**src/rtl/regfile_write_buffer_if.sv**
```systemverilog
// Bus bundle for regfile_write_buffer: upstream write requests, the register-file
// write port, the bypass query and the occupancy count.
interface regfile_write_buffer_if #(
    parameter int PTR_W = 2
);
    logic             in_valid;
    logic             in_ready;
    logic [4:0]       in_addr;
    logic [31:0]      in_data;
    logic             wrenable;
    logic [4:0]       wr_addr;
    logic [31:0]      wr_data;
    logic [4:0]       rd_addr;
    logic             rd_hit;
    logic [31:0]      rd_data;
    logic [PTR_W:0]   count;

    // Upstream pipeline plus register file: drives requests and bypass queries.
    modport master (
        output in_valid, in_addr, in_data, rd_addr,
        input  in_ready, wrenable, wr_addr, wr_data, rd_hit, rd_data, count
    );

    // The write buffer itself.
    modport slave (
        input  in_valid, in_addr, in_data, rd_addr,
        output in_ready, wrenable, wr_addr, wr_data, rd_hit, rd_data, count
    );
endinterface

```
**src/rtl/regfile_write_buffer.sv**
```systemverilog
// Circular write buffer in front of the 32x32 register file write port, draining one
// entry per cycle. Forwarding of pending writes is compiled only with REGFILE_WB_BYPASS_EN.
module regfile_write_buffer #(
    parameter int DEPTH = 4,
    parameter int PTR_W = 2
) (
    input  logic                    clk,
    input  logic                    reset,
    regfile_write_buffer_if.slave   bus
);

    localparam logic [PTR_W:0] FULL_COUNT = (PTR_W + 1)'(DEPTH);

    logic [4:0]       addr_q  [DEPTH];
    logic [31:0]      data_q  [DEPTH];
    logic [DEPTH-1:0] valid_q;
    logic [DEPTH-1:0] valid_d;
    logic [PTR_W-1:0] rd_ptr_q, rd_ptr_d;
    logic [PTR_W-1:0] wr_ptr_q, wr_ptr_d;
    logic [PTR_W:0]   count_q, count_d;

    logic in_ready_c;
    logic push;
    logic pop;

    assign in_ready_c = !reset && (count_q != FULL_COUNT);
    // Register-0 requests complete the handshake but never occupy an entry.
    assign push       = bus.in_valid && in_ready_c && (bus.in_addr != 5'd0);
    // The register file never stalls, so any occupied head is retired every cycle.
    assign pop        = (count_q != '0);

    always_comb begin
        rd_ptr_d = rd_ptr_q;
        wr_ptr_d = wr_ptr_q;
        valid_d  = valid_q;
        count_d  = count_q;
        if (pop) begin
            valid_d[rd_ptr_q] = 1'b0;
            rd_ptr_d          = rd_ptr_q + 1'b1;
        end
        if (push) begin
            valid_d[wr_ptr_q] = 1'b1;
            wr_ptr_d          = wr_ptr_q + 1'b1;
        end
        case ({push, pop})
            2'b10:   count_d = count_q + 1'b1;
            2'b01:   count_d = count_q - 1'b1;
            default: count_d = count_q;
        endcase
    end

    // NOTE: sequential state uses non-blocking assignment so every register samples pre-edge values.
    always_ff @(posedge clk or posedge reset) begin
        if (reset) begin
            rd_ptr_q <= '0;
            wr_ptr_q <= '0;
            count_q  <= '0;
            valid_q  <= '0;
        end else begin
            rd_ptr_q <= rd_ptr_d;
            wr_ptr_q <= wr_ptr_d;
            count_q  <= count_d;
            valid_q  <= valid_d;
        end
    end

    // NOTE: the payload array has no reset; valid_q and count_q alone say which entries mean anything.
    always_ff @(posedge clk) begin
        if (push) begin
            addr_q[wr_ptr_q] <= bus.in_addr;
            data_q[wr_ptr_q] <= bus.in_data;
        end
    end

    assign bus.in_ready = in_ready_c;
    assign bus.count    = count_q;
    assign bus.wrenable = pop;
    assign bus.wr_addr  = pop ? addr_q[rd_ptr_q] : 5'd0;
    assign bus.wr_data  = pop ? data_q[rd_ptr_q] : 32'd0;

`ifdef REGFILE_WB_BYPASS_EN
    logic        rd_hit_c;
    logic [31:0] rd_data_c;

    // Scan oldest to youngest so the last match, the youngest pending write, wins.
    always_comb begin
        rd_hit_c  = 1'b0;
        rd_data_c = 32'd0;
        for (int k = 0; k < DEPTH; k++) begin
            if (valid_q[rd_ptr_q + PTR_W'(k)] &&
                (addr_q[rd_ptr_q + PTR_W'(k)] == bus.rd_addr) &&
                (bus.rd_addr != 5'd0)) begin
                rd_hit_c  = 1'b1;
                rd_data_c = data_q[rd_ptr_q + PTR_W'(k)];
            end
        end
    end

    assign bus.rd_hit  = rd_hit_c;
    assign bus.rd_data = rd_data_c;
`else
    logic unused_bypass;
    assign unused_bypass = ^{bus.rd_addr, valid_q};
    assign bus.rd_hit    = 1'b0;
    assign bus.rd_data   = 32'h0;
`endif

endmodule

```
**src/flat_wrapper.sv**
```systemverilog
// flat-port wrapper written by rule: the top's interface ports become plain ports
module regfile_write_buffer_flat 
#(
    parameter int DEPTH = 4,
    parameter int PTR_W = 2
)
  (clk, reset, bus_in_valid, bus_in_addr, bus_in_data, bus_rd_addr, bus_in_ready, bus_wrenable, bus_wr_addr, bus_wr_data, bus_rd_hit, bus_rd_data, bus_count);
  regfile_write_buffer_if #(.PTR_W(PTR_W)) bus_i ();
  input  logic clk;
  input  logic reset;
  input wire logic [$bits(bus_i.in_valid)-1:0] bus_in_valid;
  input wire logic [$bits(bus_i.in_addr)-1:0] bus_in_addr;
  input wire logic [$bits(bus_i.in_data)-1:0] bus_in_data;
  input wire logic [$bits(bus_i.rd_addr)-1:0] bus_rd_addr;
  output wire logic [$bits(bus_i.in_ready)-1:0] bus_in_ready;
  output wire logic [$bits(bus_i.wrenable)-1:0] bus_wrenable;
  output wire logic [$bits(bus_i.wr_addr)-1:0] bus_wr_addr;
  output wire logic [$bits(bus_i.wr_data)-1:0] bus_wr_data;
  output wire logic [$bits(bus_i.rd_hit)-1:0] bus_rd_hit;
  output wire logic [$bits(bus_i.rd_data)-1:0] bus_rd_data;
  output wire logic [$bits(bus_i.count)-1:0] bus_count;
  assign bus_i.in_valid = bus_in_valid;
  assign bus_i.in_addr = bus_in_addr;
  assign bus_i.in_data = bus_in_data;
  assign bus_i.rd_addr = bus_rd_addr;
  assign bus_in_ready = bus_i.in_ready;
  assign bus_wrenable = bus_i.wrenable;
  assign bus_wr_addr = bus_i.wr_addr;
  assign bus_wr_data = bus_i.wr_data;
  assign bus_rd_hit = bus_i.rd_hit;
  assign bus_rd_data = bus_i.rd_data;
  assign bus_count = bus_i.count;
  regfile_write_buffer #(.DEPTH(DEPTH), .PTR_W(PTR_W)) u_core (.clk(clk), .reset(reset), .bus(bus_i));
endmodule
```
**config.mk**
```make
export PLATFORM = sky130hd
export DESIGN_NAME = regfile_write_buffer_flat
export DESIGN_NICKNAME = d
export VERILOG_FILES = /design/src/rtl/regfile_write_buffer_if.sv /design/src/rtl/regfile_write_buffer.sv /design/src/flat_wrapper.sv
export SDC_FILE = /design/constraint.sdc
export NUM_CORES = 1
export LEC_CHECK = 0
export CAP_MARGIN = 20
export CORE_ASPECT_RATIO = 0.7
export CORE_MARGIN = 5
export CORE_UTILIZATION = 40
export CTS_BUF_LIST = sky130_fd_sc_hd__clkbuf_16
export DETAILED_ROUTE_END_ITERATION = 6
export GPL_TIMING_DRIVEN = 0
export PLACE_DENSITY = 0.67
export SYNTH_ARGS = -nofsm -noshare
export SYNTH_HDL_FRONTEND = slang
export SYNTH_SLANG_ARGS = --single-unit
```
**constraint.sdc**
```tcl
create_clock -name clk -period 1.8 [get_ports clk]
set_input_delay 0.36 -clock clk [delete_from_list [all_inputs] [get_ports clk]]
set_output_delay 0.36 -clock clk [all_outputs]
set_load 0.03 [all_outputs]
```
### Word level (Yosys, flattened, before mapping)

Memory sizes are Yosys's and may differ from the RTL's.
Cells that the tools add are included.

* bits in registers: 7
* bits in writable memories: 148
* input port bits: 45
* output and inout bits: 75
* memories: 2

* add/sub/neg operators: 4
* equal/unequal tests: 3
* multiplexer cells: 5
* reductions and logical operators: 7

Memories
* u_core.data_q: words 4, width 32, rd ports 1, clocked after memory_dff 0, write ports 1, line regfile_write_buffer.sv:15 `logic [31:0] data_q [DEPTH];`
* u_core.addr_q: words 4, width 5, rd ports 1, clocked after memory_dff 0, write ports 1, line regfile_write_buffer.sv:14 `logic [4:0] addr_q [DEPTH];`

Operator list (count)
* 32-bit two-way mux: 1
* 3-bit one-hot mux with 2 select lines: 1
* 5-bit two-way mux: 1
* 5-bit nonzero test: 1
* 2-bit by 1-bit adder with 2-bit output (second input constant): 2
* 3-bit by 1-bit adder with 3-bit output (second input constant): 1
* 1-bit logical AND: 3
* 3-bit inequality test (second input constant): 1
* 3-bit nonzero test: 1
* 3-bit by 1-bit subtractor with 3-bit output (second input constant): 1
* 2-bit by 1-bit equality test with 1-bit output (second input constant): 1
* 2-bit equality test (second input constant): 1
* 1-bit two-way mux: 2
* 2-bit nonzero test: 1
* 1-bit logical NOT: 1

### Depth between registers and ports, before layout

Gate-level depths: netlist of run 1.

* word-level depth: 6
* mapped depth: 10
* mapped depth without buffers: 10

### Worst setup path after synthesis of run 1

No wires, ideal clock.

* path type: reg-to-reg
* start point: register u_core.count_q[1] (netlist: u_core.bus.count[1])
* end point: memory u_core.addr_q[0][0], enable pin
* setup time: 0.377 ns
* data arrival time: 2.200 ns
* data required time: 1.423 ns
* path slack: -0.778 ns
* cell stages (with the launch flop): 5
* buffers on the path: 0
* period minus slack after synthesis: 2.578 ns
* cells stage by stage: dfrtp_1 > inv_1 > a31oi_1 > o211a_4 > and2_2

* longest elaborated chain between the ends: 6

RTL lines
* start, declared: line regfile_write_buffer.sv:20 `logic [PTR_W:0] count_q, count_d;`
* start signal, assigned: line regfile_write_buffer.sv:62 `count_q <= count_d;`
* 3-bit inequality test: line regfile_write_buffer.sv:26 `assign in_ready_c = !reset && (count_q != FULL_COUNT);`
* 1-bit logical AND: line regfile_write_buffer.sv:26
* net bus_in_ready: line flat_wrapper.sv:15 `output wire logic [$bits(bus_i.in_ready)-1:0] bus_in_ready;`
* 1-bit logical AND (2 in a row): line regfile_write_buffer.sv:28 `assign push = bus.in_valid && in_ready_c && (bus.in_addr != 5'd0);`
* 1-bit two-way mux: line regfile_write_buffer.sv:69 `if (push) begin`
* 1-bit two-way mux (implied by the code): line regfile_write_buffer.sv:70 `addr_q[wr_ptr_q] <= bus.in_addr;`
* end, declared: line regfile_write_buffer.sv:14

The timed path passes the listed nets, and every way through them passes these cells.

### Worst setup path in the final report of run 1

* start point: register u_core.rd_ptr_q[0]
* end point: output port bus_wr_data[5]

* longest elaborated chain between the ends: 2

RTL lines
* start, declared: line regfile_write_buffer.sv:18 `logic [PTR_W-1:0] rd_ptr_q, rd_ptr_d;`
* start signal, assigned: line regfile_write_buffer.sv:60 `rd_ptr_q <= rd_ptr_d;`
* memory read 4 x 32 bit
* 32-bit two-way mux: line regfile_write_buffer.sv:79 `assign bus.wr_data = pop ? data_q[rd_ptr_q] : 32'd0;`
* end, declared: line flat_wrapper.sv:18 `output wire logic [$bits(bus_i.wr_data)-1:0] bus_wr_data;`

No other way between the ends.

==> impl_metrics.py, run 1 <==
metrics = {
    "cts": {
        "htreeDepth": 4,
        "cts_buffers": 17,
        "cts_tree": "built",
        "clock-root-buffer": "clkbuf_16",
        "clkSinkCount": 155,
        "clockBufferDepth": 2,
        "clkTransAtPathRegs_ns": 0.06,
        "cts_hold_buf": 0,
        "clock_latency_ns": 0.42,
    },
    "die": {
        "core_area_um2": 15500,
        "die_h_um": 115,
        "die_x_um": 160,
        "fp-row-count": 38,
        "io_pins": 120,
        "initial_core_util_pct": 40.5,
        "die_area_um2": 18300,
    },
    "placed_design": {
        "gp_congestion": 0.682,
        "dp_hpwl_um": 7110,
        "dp_slack_ns": -1.02,
        "place_inst": 619,
        "io_buffer_count": 81,
    },
    "global_routing": {
        "grt_usage_pct": 14.4,
        "grt_antenna_before_repair": 0,
        "grt_pass1_vias": 3436,
        "grt_max_degree": 20,
        "gr-total-overflow": 0,
        "grt_pass1_wl_um": 19200,
    },
    "timing": {
        "fin_crit_sh_pct": 131,
        "setup_ws_ns": -0.557,
        "timing.final.crit_period_ns": 2.36,
        "skew_ns": 0.00837,
        "finalHoldViolCount": 0,
        "rsz0062_at_grt": "yes",
        "fmax_mhz": 424,
        "final_max_slew_viol_count": 0,
        "setup_tns_ns": -18.08,
        "setup_viol": 40,
    },
    "logic_synthesis": {
        "synthCells": 306,
        "synthDistinctLibCells": 23,
        "yosysMostFrequentCell": "edfxtp_1",
        "netlist_area_um2": 6260,
        "ys_ff_latch": 155,
        "synth.avg_cell_area_um2": 20.5,
        "synth_top_area_cell": "edfxtp_1",
        "yosysSeqAreaShare_pct": 73.8,
        "synth_edf_count": 148,
        "synth_top_flop_cell": "edfxtp_1",
        "ys_top_cells_by_count": "edfxtp_1, and2_1, mux4_2, buf_4",
        "async_flop_share_pct": 4.52,
        "ys_warn_count": 0,
        "synth_area_leaders": "edfxtp_1, mux4_2, buf_4",
        "yosysTopAreaCellShare_pct": 71.0,
    },
    "critical_path": {
        "criticalPathCategory": "reg -> out",
        "reg2reg_from": "u_core.bus.count[0]$_DFFE_PP0P_",
        "slowest_delay_ns": 0.51,
        "cp_slowest_cell": "mux4_2",
        "end_kind": "output pin",
        "path_delay_family": "multiplexers",
        "critPathBufInv": 2,
        "required_ns": 1.44,
        "cp_max_fo": 10,
        "cp_cell_sequence": "buf_12 > mux4_2 > and2_1 > clkdlybuf4s15_2",
        "cp_data_arrival_time_ns": 2.00,
        "critPathLaunchType": "flip-flop",
        "startpoint": "u_core.rd_ptr_q[0]$_DFFE_PP0N_",
    },
    "run_status": {
        "outcome": "finished, violations left",
        "violations": "setup timing",
    },
    "drt": {
        "ant_nets": 0,
        "drt_iter0_drc": 149,
        "first_pass_iters": 4,
        "wire_per_inst_um": 18.4,
        "via_per_inst": 4.64,
        "drt-total-wl_um": 12500,
        "drc": 0,
        "vias": 3148,
    },
    "power_and_ir_drop": {
        "p_per_area_nw_per_um2": 1730,
        "p_leak_nw": 3.16,
        "fin_total_pwr_mw": 14.8,
        "vdd_drop_max_mv": 1.13,
    },
    "cells_and_area": {
        "multi_input_area_um2": 1570,
        "diodes": 0,
        "stdcell_count": 678,
        "drive_above_1_share_pct": 47.5,
        "seqCellArea_um2": 4620,
        "fin_nets": 516,
        "area_delta_synth_final_pct": 36.9,
        "fillers": 1192,
    },
    "min_path": {
        "hold_class": "in -> reg",
        "hold_start": "bus_in_addr[3]",
    },
    "job": {
        "drv_cap": 0,
    },
}
[where the power goes]
group	internal, mW	leakage (nW)	switching [mW]
sequential	4.42	1.42	0.154
combinational	3.57	1.46	3.35
clock	2.01	0.276	1.34
total	10.0	3.16	4.83
[path summary, 6_finish.rpt]
path | end | slack, ns | cells past startpoint
worst max register to register | u_core.bus.count[2]$_DFFE_PP0P_ | -0.20 | 9
worst min-delay path | u_core.addr_q[1][3]$_DFFE_PP_ | 0.14 | 1
worst min register to register | u_core.wr_ptr_q[1]$_DFFE_PP0P_ | 0.60 | 1
worst max-delay path | bus_wr_data[5] | -0.56 | 4
min in group asynchronous | u_core.bus.count[1]$_DFFE_PP0P_ | 0.27 | 2
max in group asynchronous | u_core.rd_ptr_q[0]$_DFFE_PP0N_ | 1.27 | 2
[per-stage QoR]
stage	util [%]	hold WS [ns]	instance area (um^2)
finish	55.5	0.139	8570
global route	55.5	0.120	8570
CTS	54.7	0.254	8450
detailed placement	48.5	0.502	7500
global placement	48.5	0.497	7500
floorplan	-	0.163	6440
[layout by cell type, fill, tap and decap left out, types with 2 or more instances in the layout]
master,Yosys,routed
clkbuf_4,0,2
and2_4,0,36
dlygate4sd2_1,0,3
clkinv_1,0,3
edfxtp_1,148,148
buf_6,1,39
conb_1,1,33
inv_1,7,4
and2_1,37,9
xor2_1,3,3
clkbuf_2,0,2
clkdlybuf4s50_1,0,35
buf_2,5,3
bufinv_16,0,2
dfrtp_2,0,4
dfrtp_1,7,3
ha_1,5,4
inv_2,0,2
mux4_2,37,37
buf_12,0,11
clkinvlp_4,0,2
xnor2_1,3,3
buf_4,34,44
clkbuf_16,0,18
clkdlybuf4s15_2,0,8
inv_4,0,2
clkinv_2,0,5
[flip-flops by register name, indices dropped and copies added, names as in the netlist]
| name | cells |
|---|---|
| u_core.wr_ptr_q | 2 |
| u_core.data_q | 128 |
| u_core.rd_ptr_q | 2 |
| u_core.bus.count | 3 |
| u_core.addr_q | 20 |
[cell families (layout without fill, tap and decap cells)]
family / count (synthesis) / count (layout) / synth area share (%)
XOR/XNOR: 6 / 6 / 0.839
AO/OA/AOI/OAI: 2 / 2 / 0.380
multiplexers: 39 / 39 / 13.7
flip-flops: 155 / 155 / 73.8
other: 1 / 33 / 0.0599
buffers and inverters: 52 / 188 / 5.37
adder cells (fa/ha/maj): 6 / 6 / 1.32
AND/OR/NAND/NOR: 45 / 49 / 4.57
[area by class of cell]
class                           instances  area share (%)
Sequential cell                       155            53.9
Multi-Input combinational cell        135            18.3
Timing Repair Buffer                  105            13.4
Clock buffer                           17            4.96
Buffer                                 44            4.50
Tap cell                              200            2.92
Clock inverter                         15            1.55
Inverter                                7           0.365
[layer usage]
metal	share of wire (%)	up-vias	track usage [%]
met5	0	-	0
met4	1.6	0	4.62
met3	6.7	19	5.25
met2	46	100	22.5
met1	46	1572	18.9
li1	-	1457	-
[repair_timing]
action	CTS	global route
endpoints found under the setup margin	192	151
endpoints found under the hold margin	0	0
pin swaps	17	27
gates resized for setup	303	34
gates cloned	5	1
setup buffers	10	13
(Power assumes the default switching activity.)
==> inputs of run 2 (changes only) <==
- GPL_TIMING_DRIVEN: 0 -> 1
==> impl_metrics.py, run 2 (synthesis results as in run 1) <==
metrics = {
    "cells_and_area": {
        "final_common_cell": "edfxtp_1",
        "drive_above_1_share_pct": 47.4,
        "final_cell_mix": "edfxtp_1, and2_4, buf_6, mux4_2, clkdlybuf4s50_1",
        "largest_reg_flops": 128,
        "area_delta_synth_final_pct": 38.5,
        "diodes": 0,
        "fin_nets": 492,
        "largest_register": "u_core.data_q",
        "fillers": 1137,
    },
    "timing": {
        "fmax_mhz": 431,
        "setup_viol": 40,
        "rsz0062_at_grt": "yes",
        "timing.final.crit_period_ns": 2.32,
        "fin_crit_sh_pct": 129,
        "final_max_slew_viol_count": 0,
        "setup_ws_ns": -0.519,
        "finalHoldViolCount": 0,
        "skew_ns": 0.00894,
        "setup_tns_ns": -17.08,
    },
    "power_and_ir_drop": {
        "intPower_mw": 10.7,
        "vdd_drop_max_mv": 1.44,
        "pwr-share-seq_pct": 29.1,
        "switchingPower_mw": 5.00,
        "combPwrFrac_pct": 46.4,
        "clkPwrFrac_pct": 24.4,
        "p_per_area_nw_per_um2": 1810,
        "p_leak_nw": 3.14,
        "switching_share_pct": 31.8,
    },
    "critical_path": {
        "cp_max_fo": 8,
        "end_kind": "output pin",
        "required_ns": 1.44,
        "critPathLaunchType": "flip-flop",
        "cp_data_arrival_time_ns": 1.96,
        "cpMostUsedCell": "buf_12",
        "slowest_delay_ns": 0.55,
        "cp_cell_sequence": "buf_12 > buf_12 > mux4_2 > and2_4 > buf_6",
        "criticalPathCategory": "reg -> out",
        "cp_slowest_cell": "mux4_2",
    },
    "placed_design": {
        "io_buffer_count": 81,
        "dp_hpwl_um": 7240,
        "dp_slack_ns": -0.973,
        "gp_congestion": 0.665,
    },
    "global_routing": {
        "grt_usage_pct": 13.7,
        "grt_pass1_wl_um": 18700,
        "grt_pass1_vias": 3265,
        "gr-total-overflow": 0,
        "grt_antenna_before_repair": 0,
        "grt_max_degree": 28,
    },
    "cts": {
        "htreeDepth": 4,
        "clkSinkCount": 155,
        "clockBufferDepth": 2,
        "cts_buffers": 17,
        "clock_latency_ns": 0.41,
        "clkTransAtPathRegs_ns": 0.06,
        "clock-root-buffer": "clkbuf_16",
        "cts_tree": "built",
    },
    "min_path": {
        "hold_class": "in -> reg",
    },
    "drt": {
        "drc": 0,
        "drt_iter0_drc": 149,
        "ant_nets": 0,
        "first_pass_iters": 4,
        "wire_per_inst_um": 19.8,
        "vias": 3168,
        "drt-total-wl_um": 12900,
        "via_per_inst": 4.84,
    },
    "die": {
        "core_area_um2": 15500,
        "initial_core_util_pct": 40.5,
        "die_h_um": 115,
        "fp-row-count": 38,
        "die_area_um2": 18300,
        "io_pins": 120,
        "die_x_um": 160,
    },
    "run_status": {
        "outcome": "finished, violations left",
        "violations": "setup timing",
    },
    "job": {
        "drv_cap": 0,
    },
}
==> run 2: cell count changes in the layout (fill, tap and decap cells not counted), sizes merged <==
| cell | delta |
|---|---|
| buf | -13 |
| clkdlybuf4s15 | -7 |
| clkinv | -5 |
| clkbuf | -4 |
| bufinv | +3 |
| clkinvlp | +2 |
==> run 2: cell type report <==
type	instances	area (um^2)	share of cell area, %
clock buffers	17	425	4.91
clock inverters	15	224	2.58
inverters	7	28.8	0.332
multi-input cells	135	1600	18.4
flip-flops and latches	155	4630	53.3
well taps	200	250	2.89
repair buffers	125	1520	17.6
==> run 2: power groups by stage <==
stage,registers [mW],clock network [mW],logic (mW)
6_report,4.59,3.85,7.30
3_5_place_dp,4.68,0,5.73
3_3_place_gp,4.65,0,5.68
4_1_cts,4.59,3.90,7.06
5_1_grt,4.62,4.08,7.73
2_1_floorplan,4.67,0,3.66
==> run 2: per-stage QoR <==
| step | cells | area, um^2 | utilization (%) | power, mW | hold WS, ns |
|---|---|---|---|---|---|
| floorplan | 338 | 6440 | - | 8.33 | 0.163 |
| global placement | 595 | 7320 | 47.4 | 10.3 | 0.560 |
| detailed placement | 595 | 7320 | 47.4 | 10.4 | 0.580 |
| CTS | 635 | 8330 | 53.9 | 15.5 | 0.124 |
| global route | 654 | 8670 | 56.1 | 16.4 | 0.116 |
| finish | 654 | 8670 | 56.1 | 15.7 | 0.136 |
==> run 2: final timing paths <==
path / from / to / slack [ns] / cells past startpoint
setup / recovery: u_core.rd_ptr_q[0]$_DFFE_PP0N_ / bus_wr_data[23] / -0.52 / 5
hold / removal: bus_in_addr[3] / u_core.addr_q[0][3]$_DFFE_PP_ / 0.14 / 1
setup reg to reg: u_core.bus.count[1]$_DFFE_PP0P_ / u_core.bus.count[2]$_DFFE_PP0P_ / -0.08 / 11
hold reg to reg: u_core.bus.count[0]$_DFFE_PP0P_ / u_core.bus.count[0]$_DFFE_PP0P_ / 0.59 / 2
max in group asynchronous: reset / u_core.rd_ptr_q[1]$_DFFE_PP0N_ / 1.26 / 2
min in group asynchronous: reset / u_core.bus.count[0]$_DFFE_PP0P_ / 0.28 / 2
==> run 2: per-layer routing <==
metal / vias up / track usage [%] / share of wire, %
li1: 1400 / - / -
met1: 1636 / 18.7 / 46
met2: 121 / 21.8 / 47
met3: 11 / 4.10 / 5.7
met4: 0 / 3.64 / 0.63
met5: - / 0 / 0
==> run 2: what timing repair did <==
action	CTS	global route
buffers inserted	2	18
hold buffers	0	0
resized for setup	107	7
pin swaps	46	14
endpoints found under the setup margin	192	121
endpoints found under the hold margin	0	0
gates cloned	6	1
==> run 2: worst max-delay path: cells and delay by family, from the launching register on <==
kind / cells / cell delay (ns)
flip-flops: 1 / 0.39
multiplexers: 1 / 0.55
AND/OR/NAND/NOR: 1 / 0.17
buffers and inverters: 3 / 0.44
==> inputs of run 3 (changes only) <==
- CORE_UTILIZATION: 40 -> 47
- GPL_ROUTABILITY_DRIVEN: not set -> 1
- PLACE_DENSITY: 0.67 -> 0.76
- SETUP_SLACK_MARGIN: not set -> 0.4
==> impl_metrics.py, run 3 (synthesis results as in run 1) <==
metrics = {
    "power_and_ir_drop": {
        "p_leak_nw": 3.41,
        "p_per_area_nw_per_um2": 1770,
        "pwr-share-seq_pct": 28.2,
        "clkPwrFrac_pct": 24.1,
        "combPwrFrac_pct": 47.7,
        "switchingPower_mw": 5.27,
        "vdd_drop_max_mv": 1.07,
        "intPower_mw": 11.0,
        "switching_share_pct": 32.3,
    },
    "min_path": {
        "hold_start": "bus_in_addr[3]",
        "hold_class": "in -> reg",
        "min_path_cells": 2,
        "whs_endpoint": "u_core.addr_q[0][3]$_DFFE_PP_",
    },
    "placed_design": {
        "gp_congestion": 0.707,
        "dp_slack_ns": -0.888,
        "io_buffer_count": 81,
        "dp_hpwl_um": 7180,
    },
    "cts": {
        "clkTransAtPathRegs_ns": 0.06,
        "clkSinkCount": 155,
        "clock_latency_ns": 0.42,
        "clock-root-buffer": "clkbuf_16",
        "cts_tree": "built",
        "clockBufferDepth": 2,
        "cts_buffers": 17,
        "htreeDepth": 4,
    },
    "global_routing": {
        "grt_usage_pct": 18.8,
        "grt_antenna_before_repair": 0,
        "top_usage_layer": "met2",
        "met2_usage_pct": 32.3,
        "grt_pass1_wl_um": 21500,
        "grtUsageMet1_pct": 24.5,
        "grt_max_degree": 19,
        "grt_pass1_vias": 3642,
        "gr-total-overflow": 0,
        "met3_usage_pct": 4.56,
    },
    "critical_path": {
        "required_ns": 1.44,
        "cp_max_fo": 14,
        "cpMostUsedCell": "buf_12",
        "end_kind": "output pin",
        "cp_cell_sequence": "buf_12 > buf_12 > mux4_2 > and2_4 > buf_12",
        "criticalPathCategory": "reg -> out",
        "reg2reg_from": "u_core.bus.count[0]$_DFFE_PP0P_",
        "r2r_cells": 13,
        "cp_data_arrival_time_ns": 1.96,
        "r2r-end": "u_core.bus.count[2]$_DFFE_PP0P_",
        "cp_slowest_cell": "mux4_2",
        "path_delay_family": "multiplexers",
        "critPathBufInv": 3,
        "reg2reg_setup_slack_ns": -0.32,
        "critPathLaunchType": "flip-flop",
        "slowest_delay_ns": 0.53,
    },
    "cells_and_area": {
        "diodes": 0,
        "fin_nets": 530,
        "seqCellArea_um2": 4620,
        "final_cell_mix": "edfxtp_1, buf_6, and2_4, mux4_2, clkdlybuf4s50_1",
        "largest_register": "u_core.data_q",
        "largest_reg_flops": 128,
        "multi_input_area_um2": 1590,
        "area_delta_synth_final_pct": 47.2,
        "fillers": 771,
        "final_common_cell": "edfxtp_1",
        "drive_above_1_share_pct": 50.6,
    },
    "timing": {
        "skew_ns": 0.00907,
        "fmax_mhz": 432,
        "setup_viol": 191,
        "rsz0062_at_grt": "yes",
        "setup_ws_ns": -0.517,
        "final_max_slew_viol_count": 0,
        "fin_crit_sh_pct": 129,
        "hold_slack_ns": 0.230,
        "finalHoldViolCount": 0,
        "timing.final.crit_period_ns": 2.32,
        "setup_tns_ns": -52.55,
    },
    "drt": {
        "ant_nets": 0,
        "drt-total-wl_um": 15200,
        "vias": 3361,
        "drc": 0,
        "first_pass_iters": 5,
        "via_per_inst": 5.11,
        "drt_iter0_drc": 216,
        "wire_per_inst_um": 23.0,
    },
    "die": {
        "die_h_um": 107,
        "fp-row-count": 35,
        "initial_core_util_pct": 47.8,
        "core_area_um2": 13100,
        "io_pins": 120,
        "die_area_um2": 15800,
        "die_x_um": 148,
    },
    "job": {
        "drv_cap": 0,
    },
    "run_status": {
        "outcome": "finished, violations left",
        "violations": "setup timing",
    },
}
==> run 3: cell count changes in the layout (fill, tap and decap cells not counted), sizes merged <==
| cell | delta |
|---|---|
| buf | +41 |
| clkinv | -1 |
| clkinvlp | -1 |
| dlygate4sd2 | -3 |
| inv | +2 |
==> run 3: what timing repair did <==
item                                    4_1_cts  5_1_grt
cloned                                       11        1
hold endpoints to repair                      0        0
setup buffers                                40       12
resized for setup                           115       26
hold buffers                                  0        0
pin swaps                                    10       22
endpoints found under the setup margin      197      197
==> run 3: worst reg2reg max path: cells and delay by family, from the launching register on <==
family / cells / cell delay, ns
buf+inv: 6 / 0.49
simple gates: 1 / 0.13
fa+ha+maj: 2 / 0.46
compound gates: 2 / 0.27
xor+xnor: 2 / 0.30
flops: 1 / 0.42
==> run 3: worst max path at each step <==
| stage | slack [ns] | cells past startpoint | to | from |
|---|---|---|---|---|
| floorplan | -0.38 | 9 | u_core.bus.count[2]$_DFFE_PP0P_ | bus_in_addr[0] |
| global placement | -0.82 | 10 | u_core.bus.count[2]$_DFFE_PP0P_ | bus_in_addr[0] |
| detailed placement | -0.89 | 10 | u_core.bus.count[2]$_DFFE_PP0P_ | bus_in_addr[0] |
| global route | -0.58 | 5 | bus_wr_data[26] | u_core.rd_ptr_q[0]$_DFFE_PP0N_ |
| finish | -0.52 | 5 | bus_wr_data[26] | u_core.rd_ptr_q[0]$_DFFE_PP0N_ |
| CTS | -0.51 | 4 | bus_wr_data[7] | u_core.rd_ptr_q[0]$_DFFE_PP0N_ |
==> run 3: per-layer routing <==
| metal | share of wire (%) | vias up |
|---|---|---|
| met3 | 5.6 | 15 |
| met5 | 0 | - |
| li1 | - | 1475 |
| met4 | 1.2 | 0 |
| met2 | 52 | 130 |
| met1 | 42 | 1741 |
==> run 3: final cells by class <==
| cell class | instances | area share, % |
|---|---|---|
| multi-input cells | 135 | 17.3 |
| inverters | 7 | 0.339 |
| flip-flops and latches | 155 | 50.2 |
| clock buffers | 17 | 4.61 |
| well taps | 166 | 2.25 |
| repair buffers | 163 | 22.9 |
| clock inverters | 15 | 2.43 |
==> run 3: stage by stage <==
| stage | total power, mW | instance area [um^2] | utilization, % | std cells |
|---|---|---|---|---|
| 2_1_floorplan | 8.39 | 6460 | - | 338 |
| 3_3_place_gp | 10.3 | 7290 | 55.7 | 562 |
| 3_5_place_dp | 10.4 | 7290 | 55.7 | 562 |
| 4_1_cts | 15.7 | 8960 | 68.4 | 645 |
| 5_1_grt | 17.0 | 9220 | 70.4 | 658 |
| 6_report | 16.3 | 9220 | 70.4 | 658 |
==> run 3: power groups by stage <==
stage	sequential [mW]	clock [mW]	combinational [mW]
floorplan	4.67	0	3.72
global placement	4.65	0	5.66
detailed placement	4.67	0	5.72
CTS	4.59	3.92	7.22
global route	4.62	4.17	8.17
finish	4.59	3.93	7.77
